File: src/rtl/grf_scoreboard.sv
// ============================================================================
//  Module   : grf_scoreboard
//  Purpose  : Decode-stage hazard scheduler for the 32x32 register file.
//             Tracks per-register countdowns until in-flight results become
//             forwardable, decides issue/stall, exports source countdowns
//             for the forwarding muxes and a saturating stall-cycle counter.
//  Revision : 1.0 - initial release
// ============================================================================
`default_nettype none

module grf_scoreboard #(
  parameter int CNT_W  = 2,
  parameter int PERF_W = 16
) (
  input  logic              clk,
  input  logic              reset,
  input  logic              iss_valid,
  input  logic [4:0]        rs,
  input  logic              rs_use,
  input  logic [CNT_W-1:0]  tuse_rs,
  input  logic [4:0]        rt,
  input  logic              rt_use,
  input  logic [CNT_W-1:0]  tuse_rt,
  input  logic [4:0]        dst,
  input  logic [CNT_W-1:0]  tnew,
  input  logic              flush,
  output logic              stall,
  output logic              issue_fire,
  output logic [CNT_W-1:0]  cnt_rs,
  output logic [CNT_W-1:0]  cnt_rt,
  output logic [31:0]       pending,
  output logic [PERF_W-1:0] stall_cycles
);

  // Countdown per architectural register; entry 0 is held at zero forever.
  logic [CNT_W-1:0]  cnt_q [32];
  logic [CNT_W-1:0]  cnt_d [32];
  logic [31:0]       pending_q;
  logic [31:0]       pending_d;
  logic [PERF_W-1:0] stall_cycles_q;
  logic [PERF_W-1:0] stall_cycles_d;

  logic w_rs_haz;
  logic w_rt_haz;

  // Source countdown lookup and hazard detection against pre-update counts,
  // so an instruction's own write never stalls itself.
  always_comb begin
    cnt_rs     = (rs != 5'd0) ? cnt_q[rs] : '0;
    cnt_rt     = (rt != 5'd0) ? cnt_q[rt] : '0;
    w_rs_haz   = rs_use && (rs != 5'd0) && (cnt_rs > tuse_rs);
    w_rt_haz   = rt_use && (rt != 5'd0) && (cnt_rt > tuse_rt);
    stall      = iss_valid && (w_rs_haz || w_rt_haz);
    issue_fire = iss_valid && !stall;
  end

  assign cnt_d[0]     = '0;
  assign pending_d[0] = 1'b0;

  generate
    for (genvar gi = 1; gi < 32; gi++) begin : g_cnt
      // Next countdown: clear beats a new write, a new write beats decrement.
      always_comb begin
        cnt_d[gi] = cnt_q[gi];
        if (reset || flush) begin
          cnt_d[gi] = '0;
        end else if (issue_fire && (dst == 5'(gi))) begin
          cnt_d[gi] = tnew;
        end else if (cnt_q[gi] != '0) begin
          cnt_d[gi] = cnt_q[gi] - 1'b1;
        end
        pending_d[gi] = (cnt_d[gi] != '0);
      end
    end
  endgenerate

  // Stall counter saturates at all-ones; only reset clears it.
  always_comb begin
    stall_cycles_d = stall_cycles_q;
    if (stall && (stall_cycles_q != {PERF_W{1'b1}})) begin
      stall_cycles_d = stall_cycles_q + 1'b1;
    end
  end

  // State registers with synchronous active-high reset.
  always_ff @(posedge clk) begin
    if (reset) begin
      for (int i = 0; i < 32; i++) begin
        cnt_q[i] <= '0;
      end
      pending_q      <= '0;
      stall_cycles_q <= '0;
    end else begin
      for (int i = 0; i < 32; i++) begin
        cnt_q[i] <= cnt_d[i];
      end
      pending_q      <= pending_d;
      stall_cycles_q <= stall_cycles_d;
    end
  end

  assign pending      = pending_q;
  assign stall_cycles = stall_cycles_q;

endmodule

`default_nettype wire

File: config.mk
export PLATFORM = sky130hd
export DESIGN_NAME = grf_scoreboard
export DESIGN_NICKNAME = d
export VERILOG_FILES = /design/src/rtl/grf_scoreboard.sv
export SDC_FILE = /design/constraint.sdc
export NUM_CORES = 1
export LEC_CHECK = 0
export CELL_PAD_IN_SITES_DETAIL_PLACEMENT = 2
export CELL_PAD_IN_SITES_GLOBAL_PLACEMENT = 2
export CORE_ASPECT_RATIO = 0.8
export CORE_MARGIN = 3
export CORE_UTILIZATION = 34
export CTS_CLUSTER_DIAMETER = 50
export DETAILED_ROUTE_END_ITERATION = 10
export PLACE_DENSITY_LB_ADDON = 0.15
export SYNTH_ARGS = -nofsm -noshare
export SYNTH_HDL_FRONTEND = slang
export SYNTH_SLANG_ARGS = --single-unit
File: constraint.sdc
create_clock -name clk -period 4.8 [get_ports clk]
set_input_delay 0.72 -clock clk [delete_from_list [all_inputs] [get_ports clk]]
set_output_delay 0.72 -clock clk [all_outputs]
set_load 0.02 [all_outputs]
; Yosys cells after proc, flatten, opt, wreduce, memory -nomap -nowiden
; Memories as Yosys holds them, arrays and structs flattened.
; Cells that the tools add are included.
[totals]
latchBits = 0
ff_bits = 48
in_bits = 27
ramBits = 64
mem_bits_ro = 0
memories = 1
[classes]
n_div = 0
add_sub_neg = 32
n_reduce_logical = 105
mux = 130
multipliers = 0
shift = 0
bitwise_logic = 32
order_cmp = 2
eq_ne = 32
[memory_table]
columns = name, words, word_bits, read_ports, rd_ports_with_merged_regs, wr, line
row1 = cnt_q, 32, 2, 33, 0, 32, 36  ; logic [CNT_W-1:0] cnt_q [32];
[ops]
columns = op, count
row1 = two-way mux 2 bit, 127
row2 = nonzero test 2 bit, 62
row3 = == test 5 bit (second input constant), 16
row4 = subtractor 2 x 1 -> 2 bit (second input constant), 31
row5 = == test 5 x 4 -> 1 bit (second input constant), 8
row6 = logical AND 1 bit, 38
row7 = bitwise OR 1 bit, 32
row8 = == test 5 x 3 -> 1 bit (second input constant), 4
row9 = adder 16 x 1 -> 16 bit (second input constant), 1
row10 = inequality test 16 bit (second input constant), 1
row11 = == test 5 x 2 -> 1 bit (second input constant), 2
row12 = nonzero test 5 bit, 2
row13 = == test 5 x 1 -> 1 bit (second input constant), 1
row14 = greater-than comparator 2 bit, 2
row15 = two-way mux 1 bit, 3
row16 = logical OR 1 bit, 2
row17 = zero test 1 bit, 1

; Depth between registers and ports, before layout
; Gate-level depths: netlist of run 1.
[logic_depth]
depth_word = 12
ltp_mapped = 16
depth_no_buf = 11

; Least setup slack after synthesis of run 1
; Ideal clock, no wire load.
[synth_timing]
path_kind = input to output
start = input rs[0]
end = output issue_fire
t_arrival_ns = 3.923
setup_slack_ns = 0.157
t_required_ns = 4.080
stages = 15
path_cell_list = buf_2 -> buf_2 -> mux4_2 -> nand2_1 -> nand2_1 -> o211ai_1 -> o21ai_0 -> ha_1 -> nor2b_1 -> o211ai_1 -> o22a_4 -> buf_6 -> buf_12 -> buf_2 -> and2_1
[synth_between]
elab_chain_cells = 8
[synth_rtl]
columns = item, line
row1 = start: declaration, 18  ; input logic [4:0] rs,
row2 = memory (32 x 2 bit) or nonzero test 5 bit (tied branches), --
row3 = two-way mux 2 bit (*), 49  ; cnt_rs = (rs != 5'd0) ? cnt_q[rs] : '0;
row4 = via cnt_rs[1], 29  ; output logic [CNT_W-1:0] cnt_rs,
row5 = greater-than comparator 2 bit (*), 51  ; w_rs_haz = rs_use && (rs != 5'd0) && (cnt_rs > tuse_rs);
row6 = logical AND 1 bit (*), 51
row7 = logical OR 1 bit (*), 53  ; stall = iss_valid && (w_rs_haz || w_rt_haz);
row8 = logical AND 1 bit (*), 53
row9 = zero test 1 bit (*), 54  ; issue_fire = iss_valid && !stall;
row10 = logical AND 1 bit (*), 54
row11 = end: declaration, 28  ; output logic issue_fire,
; Mark *: on every way through the listed nets, which the timed path passes. The rest lies on a longest branch.

; Final worst setup path of run 1
[layout_timing]
start = input rs[0]
end = output stall
[layout_between]
elab_chain_cells = 6
[layout_rtl]
columns = item, line
row1 = memory (32 x 2 bit) or nonzero test 5 bit (tied branches), --
row2 = two-way mux 2 bit, 49
row3 = greater-than comparator 2 bit, 51
row4 = logical AND 1 bit (*), 51
row5 = logical OR 1 bit (*), 53
row6 = logical AND 1 bit (*), 53
row7 = end: declaration, 27  ; output logic stall,
; Every way passes the cells marked *; elsewhere a longest branch is shown, timed or not.

==> run summary, run 1 <==
The arrival time of data at the critical path endpoint is 4.02 ns. The register bit count reported by yosys is between 100 and 150. The number of antenna-violating nets in the routed design came out at 0. The sequential share of the synthesized area is 34.7%.

Entering global routing, the biggest net connects 79 pins. 81 I/O pins were placed. The library cell with the highest instance count after synthesis is sky130_fd_sc_hd__dfxtp_1. The reported net switching power is between 0.5 and 0.6 mW. The sink count of the clock tree came out at roughly 110.

The signed area change from the synthesized netlist to the final layout is 21.6%. The clock tree buffer depth is 2. The global-route track usage on met3 is ~5.5%.

The number of warnings reported in the yosys synthesis log is 0. The utilization after layout came out at between 40 and 50%. Based on the critical path, the design can be clocked at up to 0.211 GHz.

The cell-internal power is 1.39 mW. The number of enable-type register cells in the synthesized netlist came out at 0. The post-detailed-placement half-perimeter wirelength came out at 18400 um. The clock network fraction of design power is 38.1%.

The number of nets at the end of the flow is 819. Sorting the synthesized cells by area gives the leading types as sky130_fd_sc_hd__dfxtp_1 (35%), sky130_fd_sc_hd__mux4_2 (9.3%), sky130_fd_sc_hd__a21oi_1 (8.4%). The first-pass GRT wire length is 39600 um. The floorplan die area is around 20000 um2. The startpoint type of the worst setup path is an input port. The count of different cell masters after synthesis came out at 53. After global routing the overflow that remains totals 0. The die extent in x is 158 um. TritonCTS built the clock tree. The final routed wirelength across all metal layers is 25400 um. The clock insertion delay at the later pin of the skew report is 0.36 ns.

The flow ran to the end, and the final reports show no timing, DRC or antenna violations. The cell taking the most area after synthesis is sky130_fd_sc_hd__dfxtp_1. The worst slew slack as a fraction of its limit came out at a little under a third. The setup path with the least slack is of type input port to output port. The power per unit of standard cell area came out at 259 nW/um2. The floorplan die height is 128 um. After detailed routing, the average wire length per cell comes to roughly 25 um. In this run the number of H-tree levels came out at 3. The global routing usage summed across all routing layers came out at 25.3%. After synthesis, the share of flip-flops with an asynchronous set or reset is 0%. The via count of the first global-routing pass came out at 6729. The maximum ir drop on the vdd rail is 0.142 mV. The setup slack on the worst flop-to-flop path is 0.86 ns. The starting density of the core came out at a little over a third. The smallest hold slack came out at 0.501 ns.

The total of max-cap violations is 0. The number of buffers added on ports came out at 79. The total nets after synthesis is 757. After technology mapping, the gate count stands at 725.

The fraction of power spent switching nets is between 20% and 30%. By count the netlist is led by sky130_fd_sc_hd__dfxtp_1 (109), sky130_fd_sc_hd__a21oi_1 (106), sky130_fd_sc_hd__nand3_1 (58). The final non-filler cell total came out at 1017. The initial antenna violation count is 0. The share of total power dissipated in combinational logic is 15.9%. The post-synth design cell area is 6280 um2. The core region area is ~18000 um2. In the global route stage, met2 resource usage came out at around 38%. met2 is the most crowded layer. The floorplan has 43 rows. The post-synthesis average cell area is 8.66 um2. The kind of end point of the critical path is an output port. In this run, the number of DRC markers left after iteration 0 of detailed routing was approximately 490.

For this run, global-route usage on met1 was measured as 37.4%. For this run, design rule violations remaining after detail routing come to 0. The total inserted antenna cells is 0. The top cell type by area accounts for a little over a third of the synthesized area.

The count of endpoints failing hold in the final timing report came out at 0. Counting the buffers created by CTS gives 9. The final setup violation count came out at 0. Along the worst path, the maximum fanout reaches 9. The worst-margin pin slew is roughly 1.0 ns. The static leakage came out at 2.34 nW. In this run the worst hold path is classified as flip-flop to flip-flop. The congestion estimate from routability-driven global placement came to 0.864.

For this design, the CTS-stage hold fixing added 0 buffers. The worst endpoint required time is 4.08 ns. Before antenna repair, the detailed router went through 5 iterations.

The share of final-layout standard cells stronger than drive strength 1 is 13.1%. For this run, the leading register cell type out of synthesis is sky130_fd_sc_hd__dfxtp_1. The clock arrives with 0.00824 ns of skew. The routed via count is 6394. The cell sitting at the root of the clock tree is a sky130_fd_sc_hd__clkbuf_16. The count of final max-slew check failures is 0.

The final worst-path cycle share came out at 98.7%. The register clock-pin slew on the reported worst setup and hold paths came out at ~0.080 ns. Counting tap cells, the placed design contains a total of around 1000 instances.

The worst path needs 4.74 ns of the cycle, external delays included. The post-route total power came out at around 2 mW. The via count normalized by instance count is 6.29. Sequential cells burn 46.0% of the power.
-- stage by stage --
stage / setup WS, ns / TNS [ns] / instance area, um2
CTS: 0.0258 / 0 / 7590
global placement: -0.0443 / -0.0443 / 7300
finish: 0.0607 / 0 / 7640
detailed placement: -0.197 / -0.314 / 7300
global route: -0.0445 / -0.0445 / 7640
floorplan: 0.157 / 0 / 6280
-- what timing repair did --
action,4_1_cts,5_1_grt
setup endpoints to repair,2,3
pin swaps,1,2
resized for setup,4,3
buffers inserted,1,5
-- per-layer routing --
| metal | share of wire [%] | vias to the layer above |
|---|---|---|
| met3 | 6.9 | 26 |
| met5 | 0 | - |
| li1 | - | 2877 |
| met2 | 44 | 208 |
| met4 | 1.2 | 0 |
| met1 | 48 | 3283 |
-- path summary, 6_finish.rpt --
check                                 startpoint                to  depth (start not counted)
worst min-delay path            stall_cycles[15]  stall_cycles[15]                          2
worst min register to register  stall_cycles[15]  stall_cycles[15]                          2
worst max-delay path                       rs[0]             stall                         14
worst max register to register      cnt_q[15][1]  stall_cycles[12]                         14
-- state kept, by name (all words and copies together) (netlist names) --
name,count
cnt_q,62
pending,31
stall_cycles,16
-- critical path: stages --
cell and delay (ns):
sky130_fd_sc_hd__clkdlybuf4s50_1 0.51, sky130_fd_sc_hd__buf_12 0.15, sky130_fd_sc_hd__mux4_2 0.51, sky130_fd_sc_hd__mux2_2 0.28
sky130_fd_sc_hd__o22ai_1 0.18, sky130_fd_sc_hd__o21ai_1 0.11, sky130_fd_sc_hd__ha_1 0.35, sky130_fd_sc_hd__nor2b_2 0.17
sky130_fd_sc_hd__o211ai_1 0.29, sky130_fd_sc_hd__buf_4 0.17, sky130_fd_sc_hd__buf_4 0.12, sky130_fd_sc_hd__o22ai_4 0.08
sky130_fd_sc_hd__and2_1 0.20, sky130_fd_sc_hd__buf_2 0.16
-- placed cells by master, fill, tap and decap left out, drive strengths merged, types with 2 or more instances in the layout --
cell and instances:
nand4 23, o211ai 28, or4 11, and2 4, and4 3, a221oi 2
a311oi 26, nand3b 2, mux2i 13, o221ai 2, nor3 3, mux4 26
inv 12, clkbuf 12, nor2b 35, clkdlybuf4s50 77, o31ai 15, nand2 44
nand4b 2, buf 42, clkinvlp 2, a22oi 3, dfxtp 109, a21oi 106
nand2b 8, ha 5, nand3 58, nor2 43, o311ai 11, and3 2
nor4 2, o21ai 28, mux2 8, or2 5, nor3b 4, o22ai 4
-- power by group through the flow --
stage	combinational [mW]	sequential [mW]	clock (mW)
final	0.315	0.909	0.754
after global placement	0.293	0.930	0
after floorplan	0.196	0.932	0
after detailed placement	0.304	0.931	0
after CTS	0.306	0.909	0.772
after global routing	0.336	0.910	0.806
-- layout make-up --
| cell class | instances | area [um2] |
|---|---|---|
| multi-input cells | 536 | 3690 |
| fillers | 1961 | 10100 |
| clock inverters | 4 | 31.3 |
| repair buffers | 120 | 1150 |
| clock buffers | 12 | 256 |
| flip-flops and latches | 109 | 2180 |
| inverters | 11 | 41.3 |
| well taps | 225 | 282 |
-- kinds of logic (layout without fill, tap and decap cells) --
group | Yosys count | after routing | share of synthesized area (%)
mux | 47 | 47 | 12.8
other cells | 1 | 1 | 0.0597
flops | 109 | 109 | 34.7
buf+inv | 80 | 147 | 6.71
compound gates | 233 | 233 | 23.6
fa+ha+maj | 5 | 5 | 0.996
simple gates | 250 | 250 | 21.0
No activity file was read; power rests on OpenSTA's default activity.
==> inputs of run 2 (changes only) <==
- ABC_AREA: unset -> 1
- CORE_UTILIZATION: 34 -> 30
- HOLD_SLACK_MARGIN: unset -> 0.08
==> run 2 against run 1 <==
  * First-iteration DRC count decreased by 3.1%
  * Die area increased by 13%
  * Critical path type unchanged
  * Via count increased by 8.8%
  * Clock skew increased by 0.0014 ns
  * Register-to-register slack improved by 0.83 ns
  * Sequential share of layout area about the same
  * Count of clock-buffer cells in the layout decreased by 2
  * Cell count increased by 30%
  * Clock power decreased by 2%
  * Worst hold slack improved by 0.020 ns
  * Design area decreased by 0.11%
==> run summary, run 2 <==
The via count normalized by instance count is 5.27 (was 6.29). Outcome: complete, no violations (unchanged). The final setup violation count came to 0 (unchanged). The fraction of power spent switching nets came out at 31.1% (was 29.5%). The path class of the lowest-slack min-delay path is flip-flop to flip-flop (unchanged). The final non-filler cell total came out at 1321 (was 1017).

The part of the total power dissipated in combinational logic is 16.8% (was 15.9%). The largest net degree at the start of global routing came to 63 (was 79). The met1 layer usage reported by global route is 34.9% (was 37.4%). The number of nets at the end of the flow was 1084 (was 819). The cell row count came out at 46 (was 43).

The kind of end point of the critical path is an output port (unchanged). The area fraction of the dominant cell type after synthesis is 34.8% (was 34.7%). Chain of cells forming the critical path: clkdlybuf4s50_1, clkinv_1, buf_4, nand2_1, nand3_1, o21ai_0, nand2_1, nand2_1, nand2_1, nand2_1, a21oi_1, ha_1, a21boi_0, nand3_2, nand2_4, nor2_8, clkdlybuf4s50_1 (was clkdlybuf4s50_1, buf_12, mux4_2, mux2_2, o22ai_1, o21ai_1, ha_1, nor2b_2, o211ai_1, buf_4, buf_4, o22ai_4, and2_1, buf_2). Top cells by area in the synthesized netlist: sky130_fd_sc_hd__dfxtp_1 (35%), sky130_fd_sc_hd__nand2_1 (16%), sky130_fd_sc_hd__nand3_1 (15%) (was sky130_fd_sc_hd__dfxtp_1 (35%), sky130_fd_sc_hd__mux4_2 (9.3%), sky130_fd_sc_hd__a21oi_1 (8.4%)).

The synthesized instance count was 994 (was 725). The sequential share of the synthesized area was 34.8% (was 34.7%). The maximum ir drop on the vdd rail was 0.154 mV (was 0.142 mV). The routed via count is 6957 (was 6394). The layer carrying the most global-route usage is met2 (unchanged).

The global routing usage summed across all routing layers is 23.4% (was 25.3%). The arrival time of data at the critical path endpoint came out at 3.83 ns (was 4.02 ns). The instance count after placement with tap cells included was 1305 (was 995).

The signed area change from the synthesized netlist to the final layout is 21.6% (about the same). The CTS tree is yes (unchanged). The most flop-heavy register is cnt_q (unchanged). The post-detailed-placement half-perimeter wirelength came to 19400 um (was 18400 um).

The post-synth design cell area came to 6270 um2 (was 6280 um2). The floorplan die height came out at 135 um (was 128 um). The total congestion overflow after global routing came out at 0 (unchanged). The clock network fraction of design power came out at 37.2% (was 38.1%).

The clock root buffer master was sky130_fd_sc_hd__clkbuf_16 (unchanged). The pre-CTS worst setup slack is 0.0349 ns (was -0.197 ns). The area taken by multi-input logic gates came out at 3350 um2 (was 3690 um2). Top library cells by usage in the layout, fill and taps aside: sky130_fd_sc_hd__nand2_1 (273), sky130_fd_sc_hd__nand3_1 (191), sky130_fd_sc_hd__inv_1 (132) (was sky130_fd_sc_hd__dfxtp_1 (109), sky130_fd_sc_hd__a21oi_1 (106), sky130_fd_sc_hd__clkdlybuf4s50_1 (77)). The via count of the first global-routing pass came to 7266 (was 6729).

The initial antenna violation count was 0 (unchanged). The number of buffers added on ports came out at 79 (unchanged). Most used standard cells in the synthesized netlist: sky130_fd_sc_hd__nand2_1 (274), sky130_fd_sc_hd__nand3_1 (192), sky130_fd_sc_hd__inv_1 (132) (was sky130_fd_sc_hd__dfxtp_1 (109), sky130_fd_sc_hd__a21oi_1 (106), sky130_fd_sc_hd__nand3_1 (58)). The core region area came to 20200 um2 (was 17700 um2). The iteration-0 DRC count of the detailed router is 474 (was 489). The library cell with the highest instance count after synthesis is sky130_fd_sc_hd__nand2_1 (was sky130_fd_sc_hd__dfxtp_1). The cell seen most often among critical-path stages was sky130_fd_sc_hd__nand2_1 (was sky130_fd_sc_hd__buf_4). The weighted congestion at the end of routability-driven global placement came out at 0.837 (was 0.864). The register bit count reported by yosys is 109 (unchanged).

The post-place instance area came to 7330 um2 (was 7300 um2). The number of enable-type register cells in the synthesized netlist is 0 (unchanged). The floorplan die area came out at 22700 um2 (was 20200 um2). The met2 layer usage reported by global route came out at 36.4% (was 37.8%). The count of different cell masters after synthesis came to 34 (was 53). The cell taking the most area after synthesis is sky130_fd_sc_hd__dfxtp_1 (unchanged). The register cell area after layout is 2180 um2 (unchanged). The cell type group with the largest total delay on the critical path is buffers and inverters (unchanged). The stage delay of the slowest cell on the critical path came to 0.59 ns (was 0.51 ns). The most common cell after layout, fill and taps aside is sky130_fd_sc_hd__nand2_1 (was sky130_fd_sc_hd__dfxtp_1). The post-route minimum period is 4.55 ns (was 4.74 ns). The number of warnings reported in the yosys synthesis log is 0 (unchanged). The clock tree buffer depth was 2 (unchanged).

The final instance area came out at 7630 um2 (was 7640 um2). The clock skew came out at 0.00967 ns (was 0.00824 ns). The per-cell routed wire length came out at 19.8 um (was 25.0 um). The post-synthesis average cell area came out at 6.31 um2 (was 8.66 um2).

The smallest hold slack came to 0.521 ns (was 0.501 ns). The static leakage came out at 3.71 nW (was 2.34 nW). The final worst-path cycle share came out at 94.9% (was 98.7%).

The worst-margin pin slew was 0.772 ns (was 1.03 ns). The share of final-layout standard cells stronger than drive strength 1 came out at 5.30% (was 13.1%). The number of antenna-violating nets in the routed design came out at 0 (unchanged). The final routed wirelength across all metal layers came out at 26100 um (was 25400 um). The number of post-CTS setup repair buffers is 0 (was 1). The worst endpoint required time came out at 4.08 ns (about the same). The critical-path maximum fanout came out at 18 (was 9).

The total nets after synthesis came out at 1026 (was 757). The fmax is 0.220 GHz (was 0.211 GHz). The number of I/O pins is 81 (unchanged). The slowest cell on the critical path is sky130_fd_sc_hd__clkdlybuf4s50_1 (unchanged). The worst slew slack as a fraction of its limit is 48.4% (was 31.3%). The post-synthesis async set-or-reset flop share is 0% (unchanged). The total of max-cap violations came to 0 (unchanged). The number of buffers inserted by hold repair at cts was 0 (unchanged).

The number of buffers created by CTS is 9 (unchanged). The reported net switching power is 0.616 mW (was 0.584 mW). The final routed DRC violation total came out at 0 (unchanged). The sink count of the clock tree came out at 109 (unchanged). The deepest level of the CTS H-tree is 3 (unchanged). The buffers plus inverters on the worst setup path is 4 (was 5).

The first-pass iteration count of the detailed router is 7 (was 5). The startpoint type of the worst setup path is an input port (unchanged). The prevailing post-synth register cell is sky130_fd_sc_hd__dfxtp_1 (unchanged).

The sequential share of power came to 46.0% (about the same). The first-pass GRT wire length came to 42000 um (was 39600 um). The flip-flop count of the largest register after layout is 62 (unchanged). The count of endpoints failing hold in the final timing report came out at 0 (unchanged). The clock insertion delay at the later pin of the skew report is 0.36 ns (about the same). The global-route track usage on met3 came out at 2.68% (was 5.52%). The die extent in x came out at 168 um (was 158 um). The fill cell instance count of the final layout is 2480 (was 1961). The cell-internal power came out at 1.37 mW (was 1.39 mW).

The type of the setup path with the least slack is input port to output port (unchanged). The register clock-pin slew on the reported worst setup and hold paths came out at 0.08 ns (about the same). The total inserted antenna cells is 0 (unchanged). The worst setup slack after layout came out at 0.247 ns (was 0.0607 ns). The count of final max-slew check failures came to 0 (unchanged). The starting density of the core is 31.1% (was 35.5%). The power per unit of standard cell area is 260 nW/um2 (was 259 nW/um2).
## run 2: cell types whose count changed after synthesis, sizes merged, moves of 15 or more
cell    delta
a21oi     -62
a311oi    -26
inv      +121
mux4      -26
nand2    +231
nand3    +137
nand4     +18
nor2b     -35
o31ai     -15
## run 2: power by group through the flow
| stage | clock network (mW) | registers (mW) | logic [mW] |
|---|---|---|---|
| 3_5_place_dp | 0 | 0.934 | 0.325 |
| 6_report | 0.738 | 0.912 | 0.333 |
| 4_1_cts | 0.771 | 0.912 | 0.327 |
| 2_1_floorplan | 0 | 0.936 | 0.190 |
| 5_1_grt | 0.800 | 0.913 | 0.361 |
| 3_3_place_gp | 0 | 0.934 | 0.320 |
## run 2: path summary, 6_finish.rpt
| path | to | cells after the start | from | slack, ns |
|---|---|---|---|---|
| worst min-delay path | stall_cycles[1] | 2 | stall_cycles[1] | 0.52 |
| worst max register to register | pending[7] | 16 | cnt_q[6][0] | 1.69 |
| worst min register to register | stall_cycles[1] | 2 | stall_cycles[1] | 0.52 |
| worst max-delay path | issue_fire | 17 | rt[0] | 0.25 |
## run 2: kinds of logic (layout without fill, tap and decap cells)
group | after synthesis | in the layout | share of synthesized area, %
buffers and inverters | 188 | 251 | 12.0
XOR/XNOR | 8 | 8 | 1.12
AO/OA/AOI/OAI | 104 | 104 | 9.59
AND/OR/NAND/NOR | 579 | 579 | 41.5
other | 1 | 1 | 0.0598
flip-flops | 109 | 109 | 34.8
adder cells (fa/ha/maj) | 5 | 5 | 0.997
## run 2: through the flow
| stage | util [%] | TNS (ns) | power [mW] |
|---|---|---|---|
| floorplan | - | 0 | 1.13 |
| global placement | 36.3 | 0 | 1.25 |
| detailed placement | 36.3 | 0 | 1.26 |
| CTS | 37.7 | 0 | 2.01 |
| global route | 37.8 | -0.0227 | 2.07 |
| finish | 37.8 | 0 | 1.98 |
## run 2: area by class of cell
cell class | count | area share, %
clock buffer | 10 | 3.00
clock inverter | 6 | 0.607
inverter | 134 | 6.59
multi-input combinational | 697 | 44.0
sequential | 109 | 28.6
tap | 264 | 4.33
timing repair buffer | 101 | 12.9
## run 2: per-layer routing
metal / routed length [um] / vias to the layer above
met2: 11100 / 137
met4: 360 / 0
met3: 859 / 23
met1: 13800 / 3439
li1: - / 3358
met5: 0 / -
## run 2: timing repair
item	4_1_cts	5_1_grt
pin swaps	0	0
setup endpoints to repair	1	2
resized for setup	1	5
## run 2: worst reg2reg max path: stages, from the launching register on
cell and delay (ns):
sky130_fd_sc_hd__dfxtp_1 0.41, sky130_fd_sc_hd__inv_1 0.10, sky130_fd_sc_hd__o21ai_0 0.21, sky130_fd_sc_hd__nand3_1 0.11, sky130_fd_sc_hd__nand2_1 0.11, sky130_fd_sc_hd__nand2_1 0.09, sky130_fd_sc_hd__nand2_1 0.09, sky130_fd_sc_hd__a21oi_1 0.05
sky130_fd_sc_hd__ha_1 0.27, sky130_fd_sc_hd__a21boi_0 0.09, sky130_fd_sc_hd__nand3_2 0.15, sky130_fd_sc_hd__nand2_4 0.15, sky130_fd_sc_hd__nor2_8 0.13, sky130_fd_sc_hd__buf_4 0.56, sky130_fd_sc_hd__nand3_1 0.19, sky130_fd_sc_hd__nand3_1 0.15
sky130_fd_sc_hd__nand2_1 0.11
==> inputs of run 3 (changes only) <==
- CAP_MARGIN: unset -> 5
- REMOVE_ABC_BUFFERS: unset -> 1
==> run 3 against run 2 <==
  * Fmax is essentially flat
  * Register-to-register slack better by 0.21 ns
  * Clock skew rose by 0.0049 ns
  * Worst hold slack worse by 0.0078 ns
  * Count of clock-buffer cells in the layout down 1
  * Sequential share of layout area is 0.28 points lower
  * Sequential power hardly changed
  * Critical endpoint unchanged
==> run summary, run 3 (synthesis gave the netlist of run 2 again) <==
Outcome: complete, no violations (unchanged). The first-pass iteration count of the detailed router came out at 5 (was 7). The via count normalized by instance count is 5.24 (was 5.27). The static leakage came out at 3.75 nW (was 3.71 nW). The global-route track usage on met3 was 3.91% (was 2.68%). The most flop-heavy register is cnt_q (unchanged).

The maximum ir drop on the vdd rail is 0.156 mV (was 0.154 mV). The floorplan die area came to 22700 um2 (unchanged). The post-route total power is 2.05 mW (was 1.98 mW). The cell count along the critical path came out at 15 (was 17). The utilization after layout was 38.1% (was 37.8%). The instance count after placement with tap cells included was 1308 (was 1305).

Chain of cells forming the critical path: clkdlybuf4s50_1, buf_4, nor2_4, buf_4, a21oi_1, o211ai_1, nand3_1, nand3_1, nand2_1, ha_1, a21boi_0, nand3_2, nand2_4, nor2_8, clkdlybuf4s50_1 (was clkdlybuf4s50_1, clkinv_1, buf_4, nand2_1, nand3_1, o21ai_0, nand2_1, nand2_1, nand2_1, nand2_1, a21oi_1, ha_1, a21boi_0, nand3_2, nand2_4, nor2_8, clkdlybuf4s50_1). The final setup violation count came out at 0 (unchanged). The cell row count is 46 (unchanged). The slowest cell on the critical path is sky130_fd_sc_hd__clkdlybuf4s50_1 (unchanged). The worst slew slack as a fraction of its limit came out at 44.5% (was 48.4%). The cell-internal power came to 1.43 mW (was 1.37 mW).

The part of the total power dissipated in combinational logic is 16.8% (about the same). The number of buffers created by CTS is 9 (unchanged). The total inserted antenna cells is 0 (unchanged). The final non-filler cell total came out at 1328 (was 1321). The clock insertion delay at the later pin of the skew report is 0.37 ns (was 0.36 ns). The arrival time of data at the critical path endpoint was 3.83 ns (about the same). The number of buffers added on ports came out at 79 (unchanged). The register clock-pin slew on the reported worst setup and hold paths is 0.08 ns (about the same). The final routed wirelength across all metal layers was 26500 um (was 26100 um).

The kind of end point of the critical path was an output port (unchanged). The flip-flop count of the largest register after layout came out at 62 (unchanged). The end point of the critical path is issue_fire (unchanged). Top library cells by usage in the layout, fill and taps aside: sky130_fd_sc_hd__nand2_1 (272), sky130_fd_sc_hd__nand3_1 (191), sky130_fd_sc_hd__inv_1 (131) (was sky130_fd_sc_hd__nand2_1 (273), sky130_fd_sc_hd__nand3_1 (191), sky130_fd_sc_hd__inv_1 (132)).

The worst hold path cell count is 2 (unchanged). The sequential share of power came out at 44.5% (was 46.0%). The cell type group with the largest total delay on the critical path is buffers and inverters (unchanged).

The critical-path maximum fanout came out at 14 (was 18). The reported net switching power is 0.624 mW (was 0.616 mW). The initial antenna violation count is 0 (unchanged). The largest net degree at the start of global routing is 63 (unchanged). The routed via count was 6964 (was 6957). The count of endpoints failing hold in the final timing report came out at 0 (unchanged).

The clock network fraction of design power is 38.8% (was 37.2%). The buffers plus inverters on the worst setup path was 4 (unchanged). The die extent in x is 168 um (unchanged).

The clock tree buffer depth came out at 2 (unchanged). The fraction of power spent switching nets is 30.4% (was 31.1%). The logic depth of the worst register-to-register path came to 18 (was 16). The sink count of the clock tree is 109 (unchanged). The worst-margin pin slew came out at 0.830 ns (was 0.772 ns).

The post-detailed-placement half-perimeter wirelength is 19800 um (was 19400 um). The most common cell after layout, fill and taps aside is sky130_fd_sc_hd__nand2_1 (unchanged). The first-pass GRT wire length came to 41700 um (was 42000 um). The fill cell instance count of the final layout is 2436 (was 2480). The source of the worst register-to-register timing path is cnt_q[14][1] (was cnt_q[6][0]). The worst endpoint required time is 4.08 ns (about the same). The global routing usage summed across all routing layers is 23.4% (about the same). The endpoint of the lowest-slack register-to-register path is pending[26] (was pending[7]).

The total of max-cap violations is 0 (unchanged). The iteration-0 DRC count of the detailed router is 405 (was 474). The startpoint type of the worst setup path is an input port (unchanged).

The layer carrying the most global-route usage is met2 (unchanged). The clock skew is 0.0146 ns (was 0.00967 ns). The number of I/O pins came out at 81 (unchanged).

The number of buffers inserted by hold repair at cts came out at 0 (unchanged). The signed area change from the synthesized netlist to the final layout came out at 22.8% (was 21.6%). The path class of the lowest-slack min-delay path is flip-flop to flip-flop (unchanged). The post-place instance area is 7350 um2 (was 7330 um2). The stage delay of the slowest cell on the critical path is 0.55 ns (was 0.59 ns). The met2 layer usage reported by global route is 36.8% (was 36.4%). The number of nets at the end of the flow is 1091 (was 1084). The CTS tree is yes (unchanged). The share of final-layout standard cells stronger than drive strength 1 is 6.20% (was 5.30%). The deepest level of the CTS H-tree is 3 (unchanged). The setup slack on the worst flop-to-flop path is 1.90 ns (was 1.69 ns). The post-route minimum period came to 4.55 ns (about the same). The met1 layer usage reported by global route came out at 33.9% (was 34.9%). The per-cell routed wire length is 20.0 um (was 19.8 um). The final-layout setup total negative slack is 0 ns (unchanged). The starting density of the core is 31.1% (unchanged). The fmax is 0.220 GHz (about the same). The critical path launch point was rs[1] (was rt[0]). The pre-CTS worst setup slack was -0.0182 ns (was 0.0349 ns).

The core region area was 20200 um2 (unchanged). The final instance area is 7700 um2 (was 7630 um2). The count of final max-slew check failures came out at 0 (unchanged).

The power per unit of standard cell area is 266 nW/um2 (was 260 nW/um2). The number of antenna-violating nets in the routed design is 0 (unchanged). The smallest hold slack came out at 0.513 ns (was 0.521 ns).

The via count of the first global-routing pass was 7217 (was 7266). The clock root buffer master is sky130_fd_sc_hd__clkbuf_16 (unchanged). The worst setup slack after layout came out at 0.246 ns (was 0.247 ns).

The final worst-path cycle share came to 94.9% (about the same). The weighted congestion at the end of routability-driven global placement was 0.886 (was 0.837). Setup repair after global routing left no endpoint under its margin. The type of the setup path with the least slack is input port to output port (unchanged). The total congestion overflow after global routing came out at 0 (unchanged). The final routed DRC violation total is 0 (unchanged).

The floorplan die height is 135 um (unchanged).
==> run 3: per-layer routing <==
| metal | share of wire [%] | vias up |
|---|---|---|
| met5 | 0 | - |
| met4 | 0.96 | 0 |
| met3 | 4.1 | 20 |
| met2 | 44 | 136 |
| met1 | 51 | 3439 |
| li1 | - | 3369 |
==> run 3: area by class of cell <==
class / count / area (um2) / share of cell area (%)
sequential: 109 / 2180 / 28.3
timing repair buffer: 108 / 1020 / 13.3
clock inverter: 7 / 80.1 / 1.04
tap: 264 / 330 / 4.29
multi-input combinational: 697 / 3360 / 43.6
inverter: 134 / 507 / 6.58
clock buffer: 9 / 225 / 2.92
==> run 3: worst min-delay path by stage <==
stage	start	slack (ns)	end
finish	stall_cycles[1]	0.51	stall_cycles[1]
global route	stall_cycles[0]	0.56	stall_cycles[0]
CTS	stall_cycles[1]	0.52	stall_cycles[1]
detailed placement	stall_cycles[1]	0.51	stall_cycles[1]
global placement	stall_cycles[1]	0.51	stall_cycles[1]
floorplan	cnt_q[16][1]	0.54	cnt_q[16][1]
==> run 3: timing repair <==
item | CTS | global route
pin swaps | 1 | 1
endpoints found under the setup margin | 1 | 1
gates resized for setup | 1 | 5
buffers inserted | 1 | 3
==> run 3: worst reg2reg max path: stages (launching register included) <==
cell,delay (ns)
sky130_fd_sc_hd__dfxtp_1,0.37
sky130_fd_sc_hd__inv_1,0.09
sky130_fd_sc_hd__o21ai_0,0.25
sky130_fd_sc_hd__nand3_1,0.13
sky130_fd_sc_hd__nand2_1,0.10
sky130_fd_sc_hd__nand2_1,0.05
sky130_fd_sc_hd__nand2_1,0.06
sky130_fd_sc_hd__inv_1,0.04
sky130_fd_sc_hd__nand2_1,0.08
sky130_fd_sc_hd__ha_1,0.25
sky130_fd_sc_hd__inv_1,0.08
sky130_fd_sc_hd__o21bai_1,0.08
sky130_fd_sc_hd__nand3_2,0.15
sky130_fd_sc_hd__nand2_4,0.14
sky130_fd_sc_hd__nor2_8,0.16
sky130_fd_sc_hd__buf_12,0.29
sky130_fd_sc_hd__nand3_1,0.16
sky130_fd_sc_hd__nand3_1,0.13
sky130_fd_sc_hd__nand2_1,0.14
==> run 3: power by group through the flow <==
stage | Sequential [mW] | Clock (mW) | Combinational (mW)
after detailed placement | 0.934 | 0 | 0.337
after CTS | 0.912 | 0.818 | 0.338
after global placement | 0.934 | 0 | 0.329
final | 0.912 | 0.795 | 0.344
after floorplan | 0.936 | 0 | 0.151
after global routing | 0.913 | 0.849 | 0.371
